## config.mk

```make
export PLATFORM = sky130hd
export DESIGN_NAME = prau_result_buffer
export DESIGN_NICKNAME = d
export VERILOG_FILES = /design/src/rtl/prau_pkg.sv /design/src/rtl/prau_result_buffer.sv
export SDC_FILE = /design/constraint.sdc
export NUM_CORES = 1
export LEC_CHECK = 0
export CAP_MARGIN = 25
export CORE_UTILIZATION = 50
export CTS_CLUSTER_DIAMETER = 50
export DETAILED_ROUTE_END_ITERATION = 8
export DONT_BUFFER_PORTS = 1
export SLEW_MARGIN = 20
export SYNTH_ARGS = -nofsm -noshare
export SYNTH_HDL_FRONTEND = slang
export SYNTH_SLANG_ARGS = --single-unit
export TNS_END_PERCENT = 100
```

## constraint.sdc

```tcl
create_clock -name clk_i -period 2.6 [get_ports clk_i]
set_clock_uncertainty 0.15 [all_clocks]
set_input_delay 0.65 -clock clk_i [delete_from_list [all_inputs] [get_ports clk_i]]
set_output_delay 0.65 -clock clk_i [all_outputs]
set_load 0.02 [all_outputs]
```

## src/rtl/prau_pkg.sv

```systemverilog
// -----------------------------------------------------------------------------
// prau_pkg
// Shared constants and helpers for the posit/quire arithmetic unit (PRAU)
// integration. The top-level integration passes PRAU_RESULT_BUF_DEPTH to
// prau_result_buffer as its DEPTH parameter.
// -----------------------------------------------------------------------------
package prau_pkg;

   // Number of completed results that can queue between the arithmetic unit
   // and the core writeback port before the unit sees back-pressure.
   localparam int unsigned PRAU_RESULT_BUF_DEPTH = 4;

   // True when n is a power of two (n > 0).
   function automatic bit prau_is_pow2(input int unsigned n);
      return (n != 0) && ((n & (n - 1)) == 0);
   endfunction

endpackage : prau_pkg

```

## src/rtl/prau_result_buffer.sv

```systemverilog
// -----------------------------------------------------------------------------
// prau_result_buffer
// In-order result queue between the PRAU output handshake and the core
// writeback port, so that a writeback stall does not back-pressure the
// arithmetic unit until DEPTH results are waiting.
//
// Ports:
//   clk_i, rst_ni          clock, asynchronous active-low reset
//   flush_i                synchronous flush, discards all stored entries
//   in_valid_i/in_ready_o  input handshake from the arithmetic unit
//   in_tag_i, in_result_i  incoming tag and result
//   out_valid_o/out_ready_i output handshake toward the core writeback
//   out_tag_o, out_result_o head entry (stale/don't-care while empty)
//   count_o                number of stored entries
//   empty_o, full_o        occupancy flags
// -----------------------------------------------------------------------------
module prau_result_buffer
   import prau_pkg::*;
#(
   parameter int unsigned XLEN  = 64,
   parameter int unsigned DEPTH = PRAU_RESULT_BUF_DEPTH,
   parameter type         tag_t = logic
) (
   input  logic                         clk_i,
   input  logic                         rst_ni,
   input  logic                         flush_i,
   input  logic                         in_valid_i,
   output logic                         in_ready_o,
   input  tag_t                         in_tag_i,
   input  logic [XLEN-1:0]              in_result_i,
   output logic                         out_valid_o,
   input  logic                         out_ready_i,
   output tag_t                         out_tag_o,
   output logic [XLEN-1:0]              out_result_o,
   output logic [$clog2(DEPTH+1)-1:0]   count_o,
   output logic                         empty_o,
   output logic                         full_o
);

   localparam int unsigned PtrW = $clog2(DEPTH);
   localparam int unsigned CntW = $clog2(DEPTH + 1);
   localparam logic [CntW-1:0] CntFull = CntW'(DEPTH);

   generate
      if (!prau_is_pow2(DEPTH) || (DEPTH < 2)) begin : g_depth_check
         $error("prau_result_buffer: DEPTH must be a power of two and >= 2");
      end
   endgenerate

   typedef struct packed {
      tag_t            tag;
      logic [XLEN-1:0] result;
   } entry_t;

   entry_t          mem_q [DEPTH];
   logic [PtrW-1:0] wr_ptr_q, wr_ptr_d;
   logic [PtrW-1:0] rd_ptr_q, rd_ptr_d;
   logic [CntW-1:0] cnt_q, cnt_d;
   logic            push, pop;

   assign empty_o     = (cnt_q == '0);
   assign full_o      = (cnt_q == CntFull);
   assign count_o     = cnt_q;
   // Ready deliberately ignores out_ready_i: a slot freed by a pop is only
   // offered from the following cycle, keeping the two handshakes decoupled.
   assign in_ready_o  = ~full_o & ~flush_i;
   assign out_valid_o = ~empty_o;

   assign push = in_valid_i & in_ready_o;
   assign pop  = out_valid_o & out_ready_i;

   assign out_tag_o    = mem_q[rd_ptr_q].tag;
   assign out_result_o = mem_q[rd_ptr_q].result;

   // Pointers wrap naturally because DEPTH is a power of two.
   always_comb begin
      wr_ptr_d = wr_ptr_q;
      rd_ptr_d = rd_ptr_q;
      cnt_d    = cnt_q;
      if (flush_i) begin
         wr_ptr_d = '0;
         rd_ptr_d = '0;
         cnt_d    = '0;
      end else begin
         if (push) wr_ptr_d = wr_ptr_q + 1'b1;
         if (pop)  rd_ptr_d = rd_ptr_q + 1'b1;
         unique case ({push, pop})
            2'b10:   cnt_d = cnt_q + 1'b1;
            2'b01:   cnt_d = cnt_q - 1'b1;
            default: cnt_d = cnt_q;
         endcase
      end
   end

   always_ff @(posedge clk_i or negedge rst_ni) begin
      if (!rst_ni) begin
         wr_ptr_q <= '0;
         rd_ptr_q <= '0;
         cnt_q    <= '0;
      end else begin
         wr_ptr_q <= wr_ptr_d;
         rd_ptr_q <= rd_ptr_d;
         cnt_q    <= cnt_d;
      end
   end

   // Storage is not touched by flush, only by reset and pushes.
   always_ff @(posedge clk_i or negedge rst_ni) begin
      if (!rst_ni) begin
         for (int i = 0; i < int'(DEPTH); i++) begin
            mem_q[i] <= '0;
         end
      end else if (push) begin
         mem_q[wr_ptr_q] <= '{tag: in_tag_i, result: in_result_i};
      end
   end

endmodule : prau_result_buffer
```

==> metrics.csv <==
metric,value,unit
outcome,finished with violations,
failed_checks,"hold timing, setup timing",
async_flop_share,100,%
cts_root_buffer,clkbuf_16,
crit_fanout,10,
clkLatencyLatePin,0.49,ns
gp_congestion,0.733,
start_util,51.3,%
finalSetupViolCount,53,
yosysWarnings,0,
cts_buffers,34,
cts_tree,built,
io_pins,142,
floorplan.die.height,160,µm
crit_required,1.80,ns
ys.flop_type,dfrtp_1,
core_area,24400,µm²
fmax,372,MHz
path_class,flop to output port,
overflow,0,
ir_worst_vdd,676,µV
nets,779,
grt_max_degree,268,
design_power_total,17900,µW
yosysSeqAreaShare,53.4,%
crit_arrival,1.89,ns
cp-start-kind,flop,
multi_input_area,5470,µm²
p_leak,0.00684,µW
grt_usage,20.6,%
grt_pass1_vias,7027,
drc,0,
timing.final.ws_setup,-0.0886,ns
drt_iter0_markers,408,
die_width,160,µm
rsz0062_at_grt,yes,
area_delta_synth_final,14.1,%
grt_pass1_wl,41.2,mm
min_path_type,input pin to asynchronous set/reset pin,
num_vias,6063,
synth_edf_count,0,
netlist_instances,681,
port_buffers,0,
wirelength,25.8,mm
fill_cells,1831,
maxCapViolCount,0,
vias_per_cell,5.77,
ys_ff_latch,267,
htreeDepth,2,
dieArea,25600,µm²
clockPowerShare,26.9,%
hold_violations,267,
antenna_cells,0,
swShare,29.5,%
fin_util,58.5,%
intPower,12600,µW
layout_min_cycle_time,2.69,ns
path_clk_slew,0.06,ns
clock_sinks,267,
crit_path_end_kind,output port,
drive_gt1_share,57.9,%
seq_area,6690,µm²
row_count,57,
max-slew-margin-rel,41.7,%
clock_path_buffers,3,
dr.pass1.iters,4,
finalMaxSlewViolations,0,
ant_nets,0,
syn_avg_cell_area,18.4,µm²
p_per_area,1260,nW/µm²
antenna_found_initial,0,
p_comb_share,34.0,%
finalCritPeriodShare,103,%
syn_nets,756,
synth_cell_types,30,
syn_area,12500,µm²
hold_slack,-0.301,ns
drt-wirelength-per-cell,24.5,µm
tightest_slew,0.874,ns
hpwl,15.1,mm
p_switching,5290,µW
seqPwrFrac,39.1,%
==> kinds of logic after synthesis <==
group / count (synthesis) / synth area share (%)
multiplexers: 327 / 41.3
flip-flops: 267 / 53.4
AND/OR/NAND/NOR: 24 / 1.13
AO/OA/AOI/OAI: 7 / 0.360
buffers and inverters: 48 / 2.99
XOR/XNOR: 3 / 0.210
adder cells (fa/ha/maj): 5 / 0.560
==> cell type report <==
class                   instances  area share, %
clock buffers                  45           7.12
clock inverters                14           1.12
inverters                       4          0.105
multi-input cells             366           38.3
flip-flops and latches        267           46.9
well taps                     324           2.84
repair buffers                 31           3.60
==> synthesized netlist by cell type (2+ instances only) <==
library cell / instances / area, µm²
clkbuf_1: 8 / 30.0
nor2_1: 7 / 26.3
ha_1: 4 / 50.1
dfrtp_1: 267 / 6680
or3_1: 2 / 12.5
o21ai_0: 2 / 10.0
nand3_1: 2 / 10.0
nand2_2: 4 / 25.0
xor2_1: 3 / 26.3
nand2b_1: 2 / 12.5
mux2_4: 200 / 3000
mux4_2: 65 / 1460
nand2_1: 3 / 11.3
inv_1: 4 / 15.0
buf_2: 11 / 55.1
buf_6: 24 / 270
mux2_2: 60 / 676
==> worst paths after layout <==
check	start	endpoint	slack, ns	depth (start not counted)
worst max register to register	count_o[2]	count_o[2]	0.32	7
worst max-delay path	rd_ptr_q[0]	out_result_o[1]	-0.09	3
max in group asynchronous	rst_ni	rd_ptr_q[0]	1.78	0
worst min register to register	mem_q[5]	mem_q[5]	0.35	1
worst min-delay path	rst_ni	mem_q[245]	-0.30	0
min in group clk_i	flush_i	rd_ptr_q[0]	0.07	1
==> power groups by stage <==
stage                     logic, µW  clock network (µW)  registers (µW)
after floorplan                5120                   0            6660
after global routing           6450                5130            7220
after CTS                      5970                4930            7010
final                          6090                4810            7010
after global placement         5710                   0            6970
after detailed placement       5850                   0            7060
==> timing repair <==
item                                    CTS  global route
endpoints found under the setup margin   58            63
setup buffers                             4             1
endpoints found under the hold margin   267           267
gates cloned                              0             6
resized for setup                         5             0
==> through the flow <==
step           hold WS (ns)  setup TNS (ns)  setup WS (ns)  cell area (µm²)  std cells
3_3_place_gp          0.212               0          0.275            12900        981
6_report             -0.301           -3.61        -0.0886            14300       1051
3_5_place_dp          0.214               0          0.270            12900        981
5_1_grt              -0.323           -7.08         -0.144            14300       1051
4_1_cts              -0.315           -6.96         -0.137            14100       1044
2_1_floorplan         0.204               0          0.185            12500        681
==> critical path: stages, from the launching register on <==
cell,delay (ns)
dfrtp_4,0.43
buf_12,0.18
clkbuf_16,0.19
mux4_2,0.59
==> metal layers <==
layer  wire, µm  up-vias  global-route usage [%]  part of all wire (%)
met1      11200     3307                    28.0                    44
met2      12600      147                    33.2                    49
met4        424        0                    5.11                   1.6
li1           -     2577                       -                     -
met5          0        -                       0                     0
met3       1540       32                    5.48                   6.0
==> placed cells by master (no fill, tap or decap), types with 4 or more instances in the layout <==
master,netlist,final
buf_12,0,13
buf_4,0,10
clkbuf_16,0,41
clkbuf_8,0,6
clkinv_2,0,6
dfrtp_1,267,265
ha_1,4,4
inv_1,4,4
mux2_2,60,60
mux2_4,200,200
mux4_2,65,65
nand2_4,0,4
nor2_1,7,7
==> state kept, by name, summed over array words and instances, names as in the netlist <==
| signal | count |
|---|---|
| count_o | 3 |
| mem_q | 260 |
| rd_ptr_q | 2 |
| wr_ptr_q | 2 |
(Power assumes the default switching activity.)
